==> src/rtl/rv_enc_pkg.sv <==
// rtl/rv_enc_pkg.sv - RV32I encoder kind codes, opcodes, funct fields and FSM types
//
// Shared by rv_instr_pack and rv_instr_encoder. Kind codes 22..31 are
// illegal and encode as NOP.

package rv_enc_pkg;

    typedef enum logic [4:0] {
        KIND_ADD  = 5'd0,
        KIND_SUB  = 5'd1,
        KIND_AND  = 5'd2,
        KIND_OR   = 5'd3,
        KIND_XOR  = 5'd4,
        KIND_SLL  = 5'd5,
        KIND_SRL  = 5'd6,
        KIND_SRA  = 5'd7,
        KIND_SLT  = 5'd8,
        KIND_SLTU = 5'd9,
        KIND_ADDI = 5'd10,
        KIND_ANDI = 5'd11,
        KIND_ORI  = 5'd12,
        KIND_XORI = 5'd13,
        KIND_SLLI = 5'd14,
        KIND_SRLI = 5'd15,
        KIND_SRAI = 5'd16,
        KIND_LW   = 5'd17,
        KIND_SW   = 5'd18,
        KIND_BEQ  = 5'd19,
        KIND_LUI  = 5'd20,
        KIND_JAL  = 5'd21
    } kind_e;

    // Instruction format selected by the kind decode.
    typedef enum logic [3:0] {
        FMT_R,
        FMT_I,
        FMT_SH,
        FMT_LD,
        FMT_S,
        FMT_B,
        FMT_U,
        FMT_J,
        FMT_ILL
    } fmt_e;

    typedef enum logic [1:0] {
        ST_IDLE,
        ST_RUN,
        ST_DRAIN,
        ST_DONE
    } state_e;

    localparam logic [6:0] OPC_OP     = 7'b0110011;
    localparam logic [6:0] OPC_OP_IMM = 7'b0010011;
    localparam logic [6:0] OPC_LOAD   = 7'b0000011;
    localparam logic [6:0] OPC_STORE  = 7'b0100011;
    localparam logic [6:0] OPC_BRANCH = 7'b1100011;
    localparam logic [6:0] OPC_LUI    = 7'b0110111;
    localparam logic [6:0] OPC_JAL    = 7'b1101111;

    localparam logic [2:0] F3_ADD_SUB = 3'b000;
    localparam logic [2:0] F3_SLL     = 3'b001;
    localparam logic [2:0] F3_SLT     = 3'b010;
    localparam logic [2:0] F3_SLTU    = 3'b011;
    localparam logic [2:0] F3_XOR     = 3'b100;
    localparam logic [2:0] F3_SRL_SRA = 3'b101;
    localparam logic [2:0] F3_OR      = 3'b110;
    localparam logic [2:0] F3_AND     = 3'b111;
    localparam logic [2:0] F3_LW      = 3'b010;
    localparam logic [2:0] F3_SW      = 3'b010;
    localparam logic [2:0] F3_BEQ     = 3'b000;

    localparam logic [6:0] F7_BASE = 7'b0000000;
    localparam logic [6:0] F7_ALT  = 7'b0100000;

    localparam logic [31:0] NOP_WORD = 32'h0000_0013;

    // Immediate limits used by the optional range check.
    localparam int IMM12_MIN = -2048;
    localparam int IMM12_MAX = 2047;
    localparam int BOFF_MIN  = -4096;
    localparam int BOFF_MAX  = 4094;
    localparam int JOFF_MIN  = -(1 << 20);
    localparam int JOFF_MAX  = (1 << 20) - 2;

endpackage

==> src/rtl/rv_instr_pack.sv <==
// rtl/rv_instr_pack.sv - combinational RV32I field-to-word packer
//
// Ports:
//   kind_i       5   instruction kind code (kind_e; 22..31 illegal)
//   rd_i/rs1_i/rs2_i 5 register indices
//   imm_i        32  signed immediate / byte offset; full upper value for LUI
//   word_o       32  encoded instruction (NOP on illegal kind or range error)
//   illegal_o    1   kind code is not a defined kind
//   range_err_o  1   immediate does not fit its field (IMM_RANGE_CHECK_EN only)
//
// Build option: define IMM_RANGE_CHECK_EN to flag out-of-range immediates;
// otherwise immediates are truncated to their field bits.

module rv_instr_pack
    import rv_enc_pkg::*;
(
    input  logic [4:0]  kind_i,
    input  logic [4:0]  rd_i,
    input  logic [4:0]  rs1_i,
    input  logic [4:0]  rs2_i,
    input  logic [31:0] imm_i,
    output logic [31:0] word_o,
    output logic        illegal_o,
    output logic        range_err_o
);

    fmt_e       fmt;
    logic [2:0] f3;
    logic [6:0] f7;
    logic [31:0] raw_word;

    always_comb begin
        fmt = FMT_ILL;
        f3  = 3'b000;
        f7  = F7_BASE;
        case (kind_i)
            KIND_ADD:  begin fmt = FMT_R;  f3 = F3_ADD_SUB; end
            KIND_SUB:  begin fmt = FMT_R;  f3 = F3_ADD_SUB; f7 = F7_ALT; end
            KIND_AND:  begin fmt = FMT_R;  f3 = F3_AND;     end
            KIND_OR:   begin fmt = FMT_R;  f3 = F3_OR;      end
            KIND_XOR:  begin fmt = FMT_R;  f3 = F3_XOR;     end
            KIND_SLL:  begin fmt = FMT_R;  f3 = F3_SLL;     end
            KIND_SRL:  begin fmt = FMT_R;  f3 = F3_SRL_SRA; end
            KIND_SRA:  begin fmt = FMT_R;  f3 = F3_SRL_SRA; f7 = F7_ALT; end
            KIND_SLT:  begin fmt = FMT_R;  f3 = F3_SLT;     end
            KIND_SLTU: begin fmt = FMT_R;  f3 = F3_SLTU;    end
            KIND_ADDI: begin fmt = FMT_I;  f3 = F3_ADD_SUB; end
            KIND_ANDI: begin fmt = FMT_I;  f3 = F3_AND;     end
            KIND_ORI:  begin fmt = FMT_I;  f3 = F3_OR;      end
            KIND_XORI: begin fmt = FMT_I;  f3 = F3_XOR;     end
            KIND_SLLI: begin fmt = FMT_SH; f3 = F3_SLL;     end
            KIND_SRLI: begin fmt = FMT_SH; f3 = F3_SRL_SRA; end
            KIND_SRAI: begin fmt = FMT_SH; f3 = F3_SRL_SRA; f7 = F7_ALT; end
            KIND_LW:   begin fmt = FMT_LD; f3 = F3_LW;      end
            KIND_SW:   begin fmt = FMT_S;  f3 = F3_SW;      end
            KIND_BEQ:  begin fmt = FMT_B;  f3 = F3_BEQ;     end
            KIND_LUI:  begin fmt = FMT_U;  end
            KIND_JAL:  begin fmt = FMT_J;  end
            default:   begin fmt = FMT_ILL; end
        endcase
    end

    always_comb begin
        raw_word  = NOP_WORD;
        illegal_o = 1'b0;
        case (fmt)
            FMT_R:  raw_word = {f7, rs2_i, rs1_i, f3, rd_i, OPC_OP};
            FMT_I:  raw_word = {imm_i[11:0], rs1_i, f3, rd_i, OPC_OP_IMM};
            FMT_SH: raw_word = {f7, imm_i[4:0], rs1_i, f3, rd_i, OPC_OP_IMM};
            FMT_LD: raw_word = {imm_i[11:0], rs1_i, f3, rd_i, OPC_LOAD};
            FMT_S:  raw_word = {imm_i[11:5], rs2_i, rs1_i, f3, imm_i[4:0], OPC_STORE};
            FMT_B:  raw_word = {imm_i[12], imm_i[10:5], rs2_i, rs1_i, f3,
                                imm_i[4:1], imm_i[11], OPC_BRANCH};
            FMT_U:  raw_word = {imm_i[31:12], rd_i, OPC_LUI};
            FMT_J:  raw_word = {imm_i[20], imm_i[10:1], imm_i[11], imm_i[19:12],
                                rd_i, OPC_JAL};
            default: begin
                raw_word  = NOP_WORD;
                illegal_o = 1'b1;
            end
        endcase
    end

`ifdef IMM_RANGE_CHECK_EN
    logic signed [31:0] simm;
    assign simm = $signed(imm_i);

    always_comb begin
        range_err_o = 1'b0;
        case (fmt)
            FMT_I, FMT_LD, FMT_S: range_err_o = (simm < IMM12_MIN) || (simm > IMM12_MAX);
            // Unsigned compare also rejects negative shift amounts.
            FMT_SH: range_err_o = (imm_i > 32'd31);
            FMT_B:  range_err_o = (simm < BOFF_MIN) || (simm > BOFF_MAX) || imm_i[0];
            FMT_J:  range_err_o = (simm < JOFF_MIN) || (simm > JOFF_MAX) || imm_i[0];
            FMT_U:  range_err_o = (imm_i[11:0] != 12'h000);
            default: range_err_o = 1'b0;
        endcase
    end

    assign word_o = range_err_o ? NOP_WORD : raw_word;
`else
    assign range_err_o = 1'b0;
    assign word_o      = raw_word;
`endif

endmodule

==> src/rtl/rv_instr_encoder.sv <==
// rtl/rv_instr_encoder.sv - RV32I record encoder and IMEM loader
//
// Ports:
//   clk, rstn          clock, synchronous active-low reset
//   start              pulse; begins a session when IDLE (ignored otherwise)
//   base_addr, num_instr  first word byte address (low 2 bits dropped), record count
//   in_valid/in_ready  record handshake; in_kind/in_rd/in_rs1/in_rs2/in_imm fields
//   im_we/im_ready     IMEM write handshake; im_addr/im_wdata write address/word
//   busy, done, err    state != IDLE, session-end pulse, sticky error
//
// Build option: IMM_RANGE_CHECK_EN (see rv_instr_pack) adds immediate
// range errors to err.

module rv_instr_encoder
    import rv_enc_pkg::*;
#(
    parameter int ADDR_W = 32,
    parameter int CNT_W  = 16
) (
    input  logic              clk,
    input  logic              rstn,
    input  logic              start,
    input  logic [ADDR_W-1:0] base_addr,
    input  logic [CNT_W-1:0]  num_instr,
    input  logic              in_valid,
    output logic              in_ready,
    input  logic [4:0]        in_kind,
    input  logic [4:0]        in_rd,
    input  logic [4:0]        in_rs1,
    input  logic [4:0]        in_rs2,
    input  logic [31:0]       in_imm,
    output logic              im_we,
    input  logic              im_ready,
    output logic [ADDR_W-1:0] im_addr,
    output logic [31:0]       im_wdata,
    output logic              busy,
    output logic              done,
    output logic              err
);

    state_e            state_q, state_d;
    logic [ADDR_W-1:0] next_addr_q, next_addr_d;
    logic [CNT_W-1:0]  k_q, k_d;
    logic [CNT_W-1:0]  num_q, num_d;
    logic              err_q, err_d;
    logic              im_we_q, im_we_d;
    logic [ADDR_W-1:0] im_addr_q, im_addr_d;
    logic [31:0]       im_wdata_q, im_wdata_d;

    logic [31:0] pack_word;
    logic        pack_illegal;
    logic        pack_range_err;
    logic        accept;
    logic        last_rec;

    rv_instr_pack u_pack (
        .kind_i      (in_kind),
        .rd_i        (in_rd),
        .rs1_i       (in_rs1),
        .rs2_i       (in_rs2),
        .imm_i       (in_imm),
        .word_o      (pack_word),
        .illegal_o   (pack_illegal),
        .range_err_o (pack_range_err)
    );

    // Single output register: a new record may enter only when that
    // register is empty or being drained this cycle.
    assign in_ready = (state_q == ST_RUN) && (!im_we_q || im_ready);
    assign accept   = in_valid && in_ready;
    assign last_rec = (k_q == num_q - CNT_W'(1));

    always_comb begin
        state_d = state_q;
        case (state_q)
            ST_IDLE: begin
                if (start) begin
                    state_d = (num_instr == '0) ? ST_DONE : ST_RUN;
                end
            end
            ST_RUN: begin
                if (accept && last_rec) begin
                    state_d = ST_DRAIN;
                end
            end
            ST_DRAIN: begin
                if (!im_we_q || im_ready) begin
                    state_d = ST_DONE;
                end
            end
            ST_DONE: state_d = ST_IDLE;
            default: state_d = ST_IDLE;
        endcase
    end

    always_comb begin
        next_addr_d = next_addr_q;
        k_d         = k_q;
        num_d       = num_q;
        err_d       = err_q;
        im_we_d     = im_we_q;
        im_addr_d   = im_addr_q;
        im_wdata_d  = im_wdata_q;

        if (state_q == ST_IDLE && start) begin
            next_addr_d = base_addr & ~ADDR_W'(3);
            k_d         = '0;
            num_d       = num_instr;
            err_d       = 1'b0;
        end

        if (accept) begin
            im_we_d     = 1'b1;
            im_addr_d   = next_addr_q;
            im_wdata_d  = pack_word;
            next_addr_d = next_addr_q + ADDR_W'(4);
            k_d         = k_q + CNT_W'(1);
            if (pack_illegal || pack_range_err) begin
                err_d = 1'b1;
            end
        end else if (im_ready) begin
            im_we_d = 1'b0;
        end
    end

    always_ff @(posedge clk) begin
        if (!rstn) begin
            state_q     <= ST_IDLE;
            next_addr_q <= '0;
            k_q         <= '0;
            num_q       <= '0;
            err_q       <= 1'b0;
            im_we_q     <= 1'b0;
            im_addr_q   <= '0;
            im_wdata_q  <= '0;
        end else begin
            state_q     <= state_d;
            next_addr_q <= next_addr_d;
            k_q         <= k_d;
            num_q       <= num_d;
            err_q       <= err_d;
            im_we_q     <= im_we_d;
            im_addr_q   <= im_addr_d;
            im_wdata_q  <= im_wdata_d;
        end
    end

    assign im_we    = im_we_q;
    assign im_addr  = im_addr_q;
    assign im_wdata = im_wdata_q;
    assign busy     = (state_q != ST_IDLE);
    assign done     = (state_q == ST_DONE);
    assign err      = err_q;

endmodule

==> config.mk <==
export PLATFORM = sky130hd
export DESIGN_NAME = rv_instr_encoder
export DESIGN_NICKNAME = d
export VERILOG_FILES = /design/src/rtl/rv_enc_pkg.sv /design/src/rtl/rv_instr_pack.sv /design/src/rtl/rv_instr_encoder.sv
export SDC_FILE = /design/constraint.sdc
export NUM_CORES = 1
export LEC_CHECK = 0
export BUFFER_PORTS_ARGS = -buffer_cell sky130_fd_sc_hd__buf_4
export CORE_MARGIN = 1.5
export CORE_UTILIZATION = 53
export DETAILED_ROUTE_END_ITERATION = 6
export MAX_ROUTING_LAYER = met4
export PLACE_DENSITY = 0.81
export SKIP_CTS_REPAIR_TIMING = 1
export SLEW_MARGIN = 20
export SYNTH_ARGS = -nofsm -noshare
export SYNTH_HDL_FRONTEND = slang
export SYNTH_SLANG_ARGS = --single-unit
==> constraint.sdc <==
create_clock -name clk -period 2.5 [get_ports clk]
set_input_delay 0.375 -clock clk [delete_from_list [all_inputs] [get_ports clk]]
set_output_delay 0.375 -clock clk [all_outputs]
set_load 0.01 [all_outputs]
==> results of run 1 <==
[layout make-up]
type / instances / area share
multi-input cells: 642 / 0.426
flip-flops and latches: 127 / 0.299
inverters: 24 / 0.0108
clock inverters: 11 / 0.0164
repair buffers: 191 / 0.172
well taps: 147 / 0.0217
clock buffers: 21 / 0.0542
[layout by cell type, fill, tap and decap left out, drive strengths merged, types with 8 or more instances in the layout]
master and n:
and3 13, a31oi 9, clkbuf 21, a211oi 15, ha 8, o221ai 16, dfxtp 127, buf 191
nor2 95, nor4 11, nand2 138, a22oi 12, inv 23, o21ai 44, nand4 9, a311oi 10
a21oi 94, xnor2 16, xor2 9, nand3 28, o211ai 9, nor3 26
[sequential cells by signal (all words and copies together) (netlist names)]
| name | cells |
|---|---|
| im_addr | 30 |
| err | 1 |
| im_wdata | 31 |
| state_q | 2 |
| num_q | 16 |
| next_addr_q | 30 |
| k_q | 16 |
| im_we | 1 |
[critical path: stages, from the launching register on]
cell       delay, ns
dfxtp_1         0.39
inv_1           0.10
ha_1            0.22
and2b_2         0.21
a2111oi_1       0.37
nand3_1         0.13
nor4_1          0.28
nand4_1         0.18
o31ai_4         0.27
mux2i_1         0.21
[per-stage QoR]
step | total power (W) | instances | setup TNS [ns] | util | worst slack, ns
final | 0.00727 | 1163 | 0 | 0.710 | 0.0891
after global routing | 0.00765 | 1163 | -0.00588 | 0.710 | -0.00588
after CTS | 0.00728 | 1163 | 0 | 0.709 | 0.0928
after detailed placement | 0.00476 | 1131 | 0 | 0.659 | 0.114
after global placement | 0.00473 | 1131 | 0 | 0.659 | 0.131
after floorplan | 0.00397 | 856 | 0 | - | 0.205
[metal layers]
metal / share of wire / track usage
met2: 0.47 / 0.458
met5: 0 / -
met1: 0.43 / 0.344
met4: 0.031 / 0.113
met3: 0.071 / 0.0786
[cells by family (layout without fill, tap and decap cells)]
logic type,Yosys count,count (layout),share of synthesized area
flip-flops,127,127,0.391
adder cells (fa/ha/maj),8,8,0.0154
buffers and inverters,87,247,0.0559
other,1,2,0.000577
XOR/XNOR,25,25,0.0337
AO/OA/AOI/OAI,244,244,0.238
AND/OR/NAND/NOR,353,353,0.249
multiplexers,10,10,0.0160
[power by group through the flow]
stage                     Combinational, W  Sequential (W)  Clock [W]
after floorplan                    0.00135         0.00263          0
after global placement             0.00212         0.00261          0
after detailed placement           0.00215         0.00261          0
after CTS                          0.00217         0.00258    0.00253
after global routing               0.00240         0.00262    0.00262
final                              0.00218         0.00258    0.00251
[path summary, 6_finish.rpt]
kind / start / end / slack [ns] / cells after the start
max: state_q[1] / state_q[1] / 0.09 / 9
min: base_addr[4] / next_addr_q[4] / 0.21 / 3
max reg2reg: state_q[1] / state_q[1] / 0.09 / 9
min reg2reg: im_addr[20] / im_addr[20] / 0.45 / 2
==> out/metrics.cfg, run 1 <==
[outcome]
status = completed

[yosys]
ys.flop_type = dfxtp_1
yosysMostFrequentCell = nand2_1
synthArstFlopShare = 0
yosysWarnings = 0
ys_seq_area_frac = 0.391
syn_avg_cell_area_um2 = 7.60
ys_top_cells_by_area = dfxtp_1, nand2_1, a21oi_1, nor2_1, o21ai_0
synth_seq_cells = 127
synth_top_area_frac = 0.391
yosys-top-cells-count = nand2_1, dfxtp_1, nor2_1
synth_area_mm2 = 0.00649
synth-edff-count = 0
synth_top_area_cell = dfxtp_1
syn_inst = 855
synth.distinct_cells = 66

[floorplanning]
dieArea_mm2 = 0.0129
start_util = 0.543
rows = 40
die_x_um = 114
boundaryPins = 174
dieHeight_um = 114
core_mm2 = 0.0120

[timing]
slew_headroom = 0.660
setup_violations = 0
whs_ns = 0.211
finalCritPeriodShare = 0.964
finalMaxSlewViolations = 0
fin_skew_ns = 0.00580
tightest_slew_ns = 0.510
fin_crit_ns = 2.41
fmax_ghz = 0.415
rsz0062_at_grt = yes
hold_viol = 0

[power]
internal-power_w = 0.00489
p_per_area_mw_per_mm2 = 856
p_sw_frac = 0.327
seqPwrFrac = 0.355
ir_drop_v = 0.000542
switching_power_w = 0.00238
p_comb_frac = 0.300
pwr-share-clk = 0.345
p_leak_nw = 3.45

[finish]
syn_to_final_growth_pct = 30.7
multi_input_area_mm2 = 0.00362
num-fill-cells = 986
seqCellArea_mm2 = 0.00254
fin_nets = 1116
diodes = 0
drive_above_1_share = 0.243
fin_area_mm2 = 0.00849

[global_route]
grt_pass1_wl_um = 29000
antenna_found_initial = 0
track_usage = 0.286
grt_max_degree = 66
grt.overflow.total = 0
grt_pass1_vias = 6170

[clock_network]
cts_inserted_buffers = 17
cts.sinks = 127
cts_tree = done
clkTransAtPathRegs_ns = 0.06
htree_levels = 4
cts-root-buf = clkbuf_16
insertion_delay_ns = 0.41
clockBufferDepth = 2

[route]
route.detailed.drc = 0
vias = 6729
wl_per_cell_um = 15.5
antenna_left = 0
first_pass_iters = 5
drt_iter0_drc = 424
wl_um = 18100
avgViaCountPerCell = 5.79

[setup_path]
arrival_ns = 2.76
required_ns = 2.85
crit_path_end_kind = flop
worstSetupPathType = reg2reg
start_kind = flop
path_max_fanout = 4

[placement]
dp_hpwl_um = 12500
finalWeightedCongestion = 0.880
dpl_cell_area_mm2 = 0.00788
io_buffers = 169

[worst_hold_path]
hold_path.class = in2reg

[flow_run]
maxCapViolCount = 0

(Power assumes the default switching activity.)
==> run 2, diff against run 1 <==
--- a/config.mk
+++ b/config.mk
@@ -7,10 +7,10 @@
 export LEC_CHECK = 0
 export BUFFER_PORTS_ARGS = -buffer_cell sky130_fd_sc_hd__buf_4
 export CORE_MARGIN = 1.5
-export CORE_UTILIZATION = 53
+export CORE_UTILIZATION = 48
 export DETAILED_ROUTE_END_ITERATION = 6
 export MAX_ROUTING_LAYER = met4
-export PLACE_DENSITY = 0.81
+export PLACE_DENSITY = 0.78
 export SKIP_CTS_REPAIR_TIMING = 1
 export SLEW_MARGIN = 20
 export SYNTH_ARGS = -nofsm -noshare
==> constraint.sdc (replaced) <==
create_clock -name clk -period 2 [get_ports clk]
set_input_delay 0.3 -clock clk [delete_from_list [all_inputs] [get_ports clk]]
set_output_delay 0.3 -clock clk [all_outputs]
set_load 0.01 [all_outputs]
==> run 2 against run 1 <==
Against the previous run:
- the flow now finishes with violations (setup timing)
- cell count rose by 7.4%
- register-to-register slack got worse by 0.38 ns
- die area rose by 10%
- first-iteration DRC count rose by 23%
- power rose by 30%
- wire length rose by 6.9%
- sequential power rose by 23%
- setup slack got worse by 0.38 ns
- final area rose by 6.9%
- largest power group is now combinational cells
==> out/metrics.cfg, run 2 (synthesized netlist as in run 1, its figures left out) <==
[global_route]
grt_pass1_vias = 6634  ; +7.5%
track_usage = 0.278  ; -0.00824
grt.overflow.total = 0  ; unchanged
grt_max_degree = 77  ; +17%
antenna_found_initial = 0  ; unchanged
grt_pass1_wl_um = 31000  ; +7.2%

[finish]
largest_reg_flops = 31  ; unchanged
post-route-util = 0.686  ; -0.0244
diodes = 0  ; unchanged
final_common_cell = buf_4
num-fill-cells = 1132  ; +15%
fin_nets = 1175  ; +5.3%
layout_common_cells = buf_4, nand2_1, dfxtp_1, a21oi_1, nor2_1
syn_to_final_growth_pct = 39.8
drive_above_1_share = 0.300  ; +0.0570
layout.cells.non_filler = 1249  ; +7.4%

[placement]
dp_hpwl_um = 13800  ; +10%
io_buffers = 169  ; unchanged
finalWeightedCongestion = 0.872  ; -0.86%
place_inst = 1215  ; +7.4%

[timing]
setup_violations = 2  ; +2
fmax_ghz = 0.436  ; +5.2%
finalMaxSlewViolations = 0  ; unchanged
whs_ns = 0.130  ; -0.0807 ns
timing.final.ws_setup_ns = -0.292  ; -0.381 ns
rsz0062_at_grt = yes
hold_viol = 0  ; unchanged
setup_tns_ns = -0.575  ; -0.575 ns
fin_crit_ns = 2.29  ; -0.119 ns
finalCritPeriodShare = 1.15  ; +0.181
fin_skew_ns = 0.00817  ; +0.00237 ns

[setup_path]
required_ns = 2.34  ; -0.51 ns
reg2reg_to = state_q[1]
crit_chain = or4_4 -> or3_4 -> nor4_2 -> a32oi_1 -> and3_4 -> o31ai_4 -> mux2i_1
slowest_stage = or4_4
startpoint = num_q[5]
r2r-start = num_q[5]
start_kind = flop
cp-endpoint = state_q[1]
cp.depth = 7  ; -2
reg2reg_depth = 7  ; -2
regToRegSetupSlack_ns = -0.29  ; -0.38 ns
path_max_fanout = 3  ; -1
cp_top_family = simple AND/OR/NAND/NOR gates
crit_path_end_kind = flop
arrival_ns = 2.64  ; -0.12 ns
worstSetupPathType = reg2reg
max_stage_delay_ns = 0.53  ; +0.14 ns
crit_buf_inv = 0  ; -1

[power]
p_leak_nw = 3.76  ; +8.9%
ir_drop_v = 0.000597  ; +10%
p_per_area_mw_per_mm2 = 1040  ; +21%

[route]
avgViaCountPerCell = 5.59  ; -3.4%
wl_per_cell_um = 15.5  ; -0.50%
route.detailed.drc = 0  ; unchanged
first_pass_iters = 5  ; unchanged
vias = 6984  ; +3.8%
antenna_left = 0  ; unchanged
drt_iter0_drc = 522  ; +23%
wl_um = 19300  ; +6.9%

[floorplanning]
start_util = 0.490  ; -0.0525
dieArea_mm2 = 0.0142  ; +10%
die_x_um = 119  ; +4.9%
core_mm2 = 0.0132  ; +11%
rows = 42  ; +5.0%
boundaryPins = 174  ; unchanged
dieHeight_um = 119  ; +4.9%

[clock_network]
cts.sinks = 127  ; unchanged
clockBufferDepth = 2  ; unchanged
cts_inserted_buffers = 17  ; unchanged
htree_levels = 4  ; unchanged
cts-root-buf = clkbuf_16
insertion_delay_ns = 0.42  ; about the same
clkTransAtPathRegs_ns = 0.06  ; about the same
cts_tree = done

[flow_run]
maxCapViolCount = 0  ; unchanged

[outcome]
status = complete, but fails checks
violations = setup timing

[worst_hold_path]
hold_path.class = in2reg

-- run 2: cell count changes in the layout (fill, tap and decap cells not counted), sizes merged --
cell    change
buf        +59
clkinv      -1
bufinv      -1
-- run 2: tightest hold or removal path, delay by kind of cell --
family                 cells  cell delay (ns)
buffers and inverters      1             0.09
AND/OR/NAND/NOR            1             0.07
AO/OA/AOI/OAI              1             0.05
-- run 2: layout make-up --
class / count / area [µm²] / area share
flip-flops and latches: 127 / 2540 / 0.280
clock inverters: 9 / 111 / 0.0123
inverters: 24 / 91.3 / 0.0101
clock buffers: 21 / 470 / 0.0518
well taps: 176 / 220 / 0.0243
repair buffers: 250 / 1930 / 0.212
multi-input cells: 642 / 3710 / 0.409
-- run 2: report_power, final --
part | switching, W | internal, W
registers | 0.000270 | 0.00291
clock network | 0.00112 | 0.00192
logic | 0.00170 | 0.00150
-- run 2: worst min-delay path by stage --
stage | to | depth (start not counted) | from | slack (ns)
CTS | next_addr_q[4] | 3 | base_addr[4] | 0.12
detailed placement | im_addr[18] | 2 | im_addr[18] | 0.45
global route | next_addr_q[4] | 3 | base_addr[4] | 0.13
floorplan | num_q[3] | 2 | num_instr[3] | 0.43
finish | next_addr_q[4] | 3 | base_addr[4] | 0.13
global placement | im_wdata[2] | 2 | im_wdata[2] | 0.44
-- run 2: routing by layer --
| layer | track usage | vias to the layer above | part of all wire |
|---|---|---|---|
| met2 | 0.460 | 255 | 0.48 |
| met3 | 0.0647 | 36 | 0.067 |
| met1 | 0.329 | 3242 | 0.43 |
| met5 | - | - | 0 |
| met4 | 0.108 | 0 | 0.024 |
| li1 | - | 3451 | - |
-- run 2: stage by stage --
stage / area (µm²) / setup WS (ns) / power [W]
3_3_place_gp: 8370 / -0.210 / 0.00625
4_1_cts: 8950 / -0.308 / 0.00935
5_1_grt: 9080 / -0.386 / 0.00992
6_report: 9080 / -0.292 / 0.00942
2_1_floorplan: 6530 / -0.191 / 0.00500
3_5_place_dp: 8370 / -0.301 / 0.00631
==> run 3, diff against run 2 <==
--- a/config.mk
+++ b/config.mk
@@ -11,6 +11,7 @@
 export DETAILED_ROUTE_END_ITERATION = 6
 export MAX_ROUTING_LAYER = met4
 export PLACE_DENSITY = 0.78
+export REMOVE_ABC_BUFFERS = 1
 export SKIP_CTS_REPAIR_TIMING = 1
 export SLEW_MARGIN = 20
 export SYNTH_ARGS = -nofsm -noshare
==> run 3 against run 2 <==
Against the previous run:
- the flow still finishes with violations (setup timing)
- sequential power is essentially flat
- power increased by 6.5%
- register-to-register slack barely moved
- first-iteration DRC count down 2.5%
- combinational power increased by 3%
- worst hold slack got worse by 0.013 ns
- final area rose by 2.2%
- clock power up 16%
- non-clock buffer count grew 4
- die area unchanged
==> out/metrics.cfg, run 3 (synthesized netlist as in run 1, its figures left out) <==
[timing]
finalCritPeriodShare = 1.15  ; +0.00517
rsz0062_at_grt = yes
setup_violations = 3  ; +1
whs_ns = 0.117  ; -0.0127 ns
fmax_ghz = 0.434  ; -0.45%
fin_skew_ns = 0.00671  ; -0.00146 ns
hold_viol = 0  ; unchanged
finalMaxSlewViolations = 0  ; unchanged
timing.final.ws_setup_ns = -0.302  ; -0.0103 ns
fin_crit_ns = 2.30  ; +0.0103 ns

[route]
antenna_left = 0  ; unchanged
first_pass_iters = 5  ; unchanged
vias = 7132  ; +2.1%
wl_met2_um = 10200  ; +9.4%
wl_per_cell_um = 16.3  ; +5.3%
drt_iter0_drc = 509  ; -2.5%
highest_layer = met4
avgViaCountPerCell = 5.69  ; +1.7%
wl_um = 20400  ; +5.7%
dr_wl_met3_um = 1350  ; +4.3%
route.detailed.drc = 0  ; unchanged
wl_met1_um = 8420  ; +1.8%

[floorplanning]
rows = 42  ; unchanged
dieHeight_um = 119  ; unchanged
boundaryPins = 174  ; unchanged
dieArea_mm2 = 0.0142  ; unchanged
start_util = 0.490  ; unchanged
die_x_um = 119  ; unchanged
core_mm2 = 0.0132  ; unchanged

[finish]
largest_reg_flops = 31  ; unchanged
layout.cells.non_filler = 1254  ; +0.40%
drive_above_1_share = 0.313  ; +0.0125
layout_common_cells = buf_4, nand2_1, dfxtp_1, a21oi_1, nor2_1
final_common_cell = buf_4
fin_nets = 1179  ; +0.34%
num-fill-cells = 1072  ; -5.3%
syn_to_final_growth_pct = 42.9
diodes = 0  ; unchanged

[global_route]
grt.overflow.total = 0  ; unchanged
grt_pass1_vias = 6775  ; +2.1%
grt_max_degree = 68  ; -12%
track_usage = 0.288  ; +0.0101
grt_pass1_wl_um = 32200  ; +3.8%
antenna_found_initial = 0  ; unchanged

[setup_path]
startpoint = num_q[5]
required_ns = 2.34  ; about the same
r2r-start = num_q[5]
slowest_stage = or4_4
max_stage_delay_ns = 0.53  ; about the same
crit_chain = or4_4 -> or3_4 -> nor3_4 -> xnor2_1 -> nand4_1 -> o31ai_4 -> mux2i_1
crit_buf_inv = 0  ; unchanged
path_max_fanout = 3  ; unchanged
worstSetupPathType = reg2reg
start_kind = flop
crit_path_end_kind = flop
cp_top_family = simple AND/OR/NAND/NOR gates
arrival_ns = 2.65  ; about the same

[placement]
io_buffers = 169  ; unchanged
place_inst = 1215  ; unchanged
dp_hpwl_um = 13900  ; +0.75%
finalWeightedCongestion = 0.913  ; +4.7%

[clock_network]
cts.sinks = 127  ; unchanged
cts_tree = done
cts_inserted_buffers = 17  ; unchanged
insertion_delay_ns = 0.41  ; about the same
clkTransAtPathRegs_ns = 0.06  ; about the same
htree_levels = 4  ; unchanged
cts-root-buf = clkbuf_16
clockBufferDepth = 2  ; unchanged

[worst_hold_path]
hold_start = base_addr[4]
hold_path.class = in2reg

[power]
power_w = 0.0100  ; +6.5%
p_leak_nw = 3.83  ; +1.8%
ir_drop_v = 0.000780  ; +31%
p_per_area_mw_per_mm2 = 1080  ; +4.2%

[flow_run]
maxCapViolCount = 0  ; unchanged

[outcome]
violations = setup timing
status = complete, but fails checks

[run 3: changes by cell type in the layout (fill, tap and decap cells not counted), sizes merged]
cell / delta
clkinvlp: -1
bufinv: +4
buf: +3
inv: +1
clkbuf: -2
[run 3: where the power goes]
part	internal (W)	total, W	switching (W)
clock	0.00237	0.00354	0.00117
sequential	0.00291	0.00320	0.000282
combinational	0.00151	0.00329	0.00179
total	0.00679	0.0100	0.00324
[run 3: worst paths after layout]
path | endpoint | slack (ns) | cells past startpoint
worst max register to register | state_q[1] | -0.30 | 7
worst min register to register | im_addr[13] | 0.45 | 2
worst min-delay path | next_addr_q[4] | 0.12 | 3
worst max-delay path | state_q[1] | -0.30 | 7
[run 3: layer usage]
metal	vias up	GRT usage
met5	-	-
met4	0	0.0930
met3	42	0.0647
met2	277	0.479
met1	3350	0.349
li1	3463	-
[run 3: final cells by class]
cell class,instances,area [µm²],area share
clock buffers,18,439,0.0473
clock inverters,13,236,0.0255
inverters,24,91.3,0.00984
multi-input cells,642,3770,0.406
flip-flops and latches,127,2550,0.275
well taps,176,220,0.0237
repair buffers,254,1970,0.213
[run 3: tightest hold or removal path: stages]
cell     delay, ns
buf_4         0.07
a21oi_1       0.05
nor2_1        0.07
[run 3: metrics by stage]
stage | TNS [ns] | cell area [µm²] | util | setup slack (ns)
floorplan | -100.05 | 6230 | - | -1.52
global placement | -0.830 | 8340 | 0.630 | -0.321
detailed placement | -1.09 | 8340 | 0.630 | -0.405
CTS | -1.56 | 9020 | 0.681 | -0.415
global route | -0.989 | 9280 | 0.701 | -0.421
finish | -0.625 | 9280 | 0.701 | -0.302
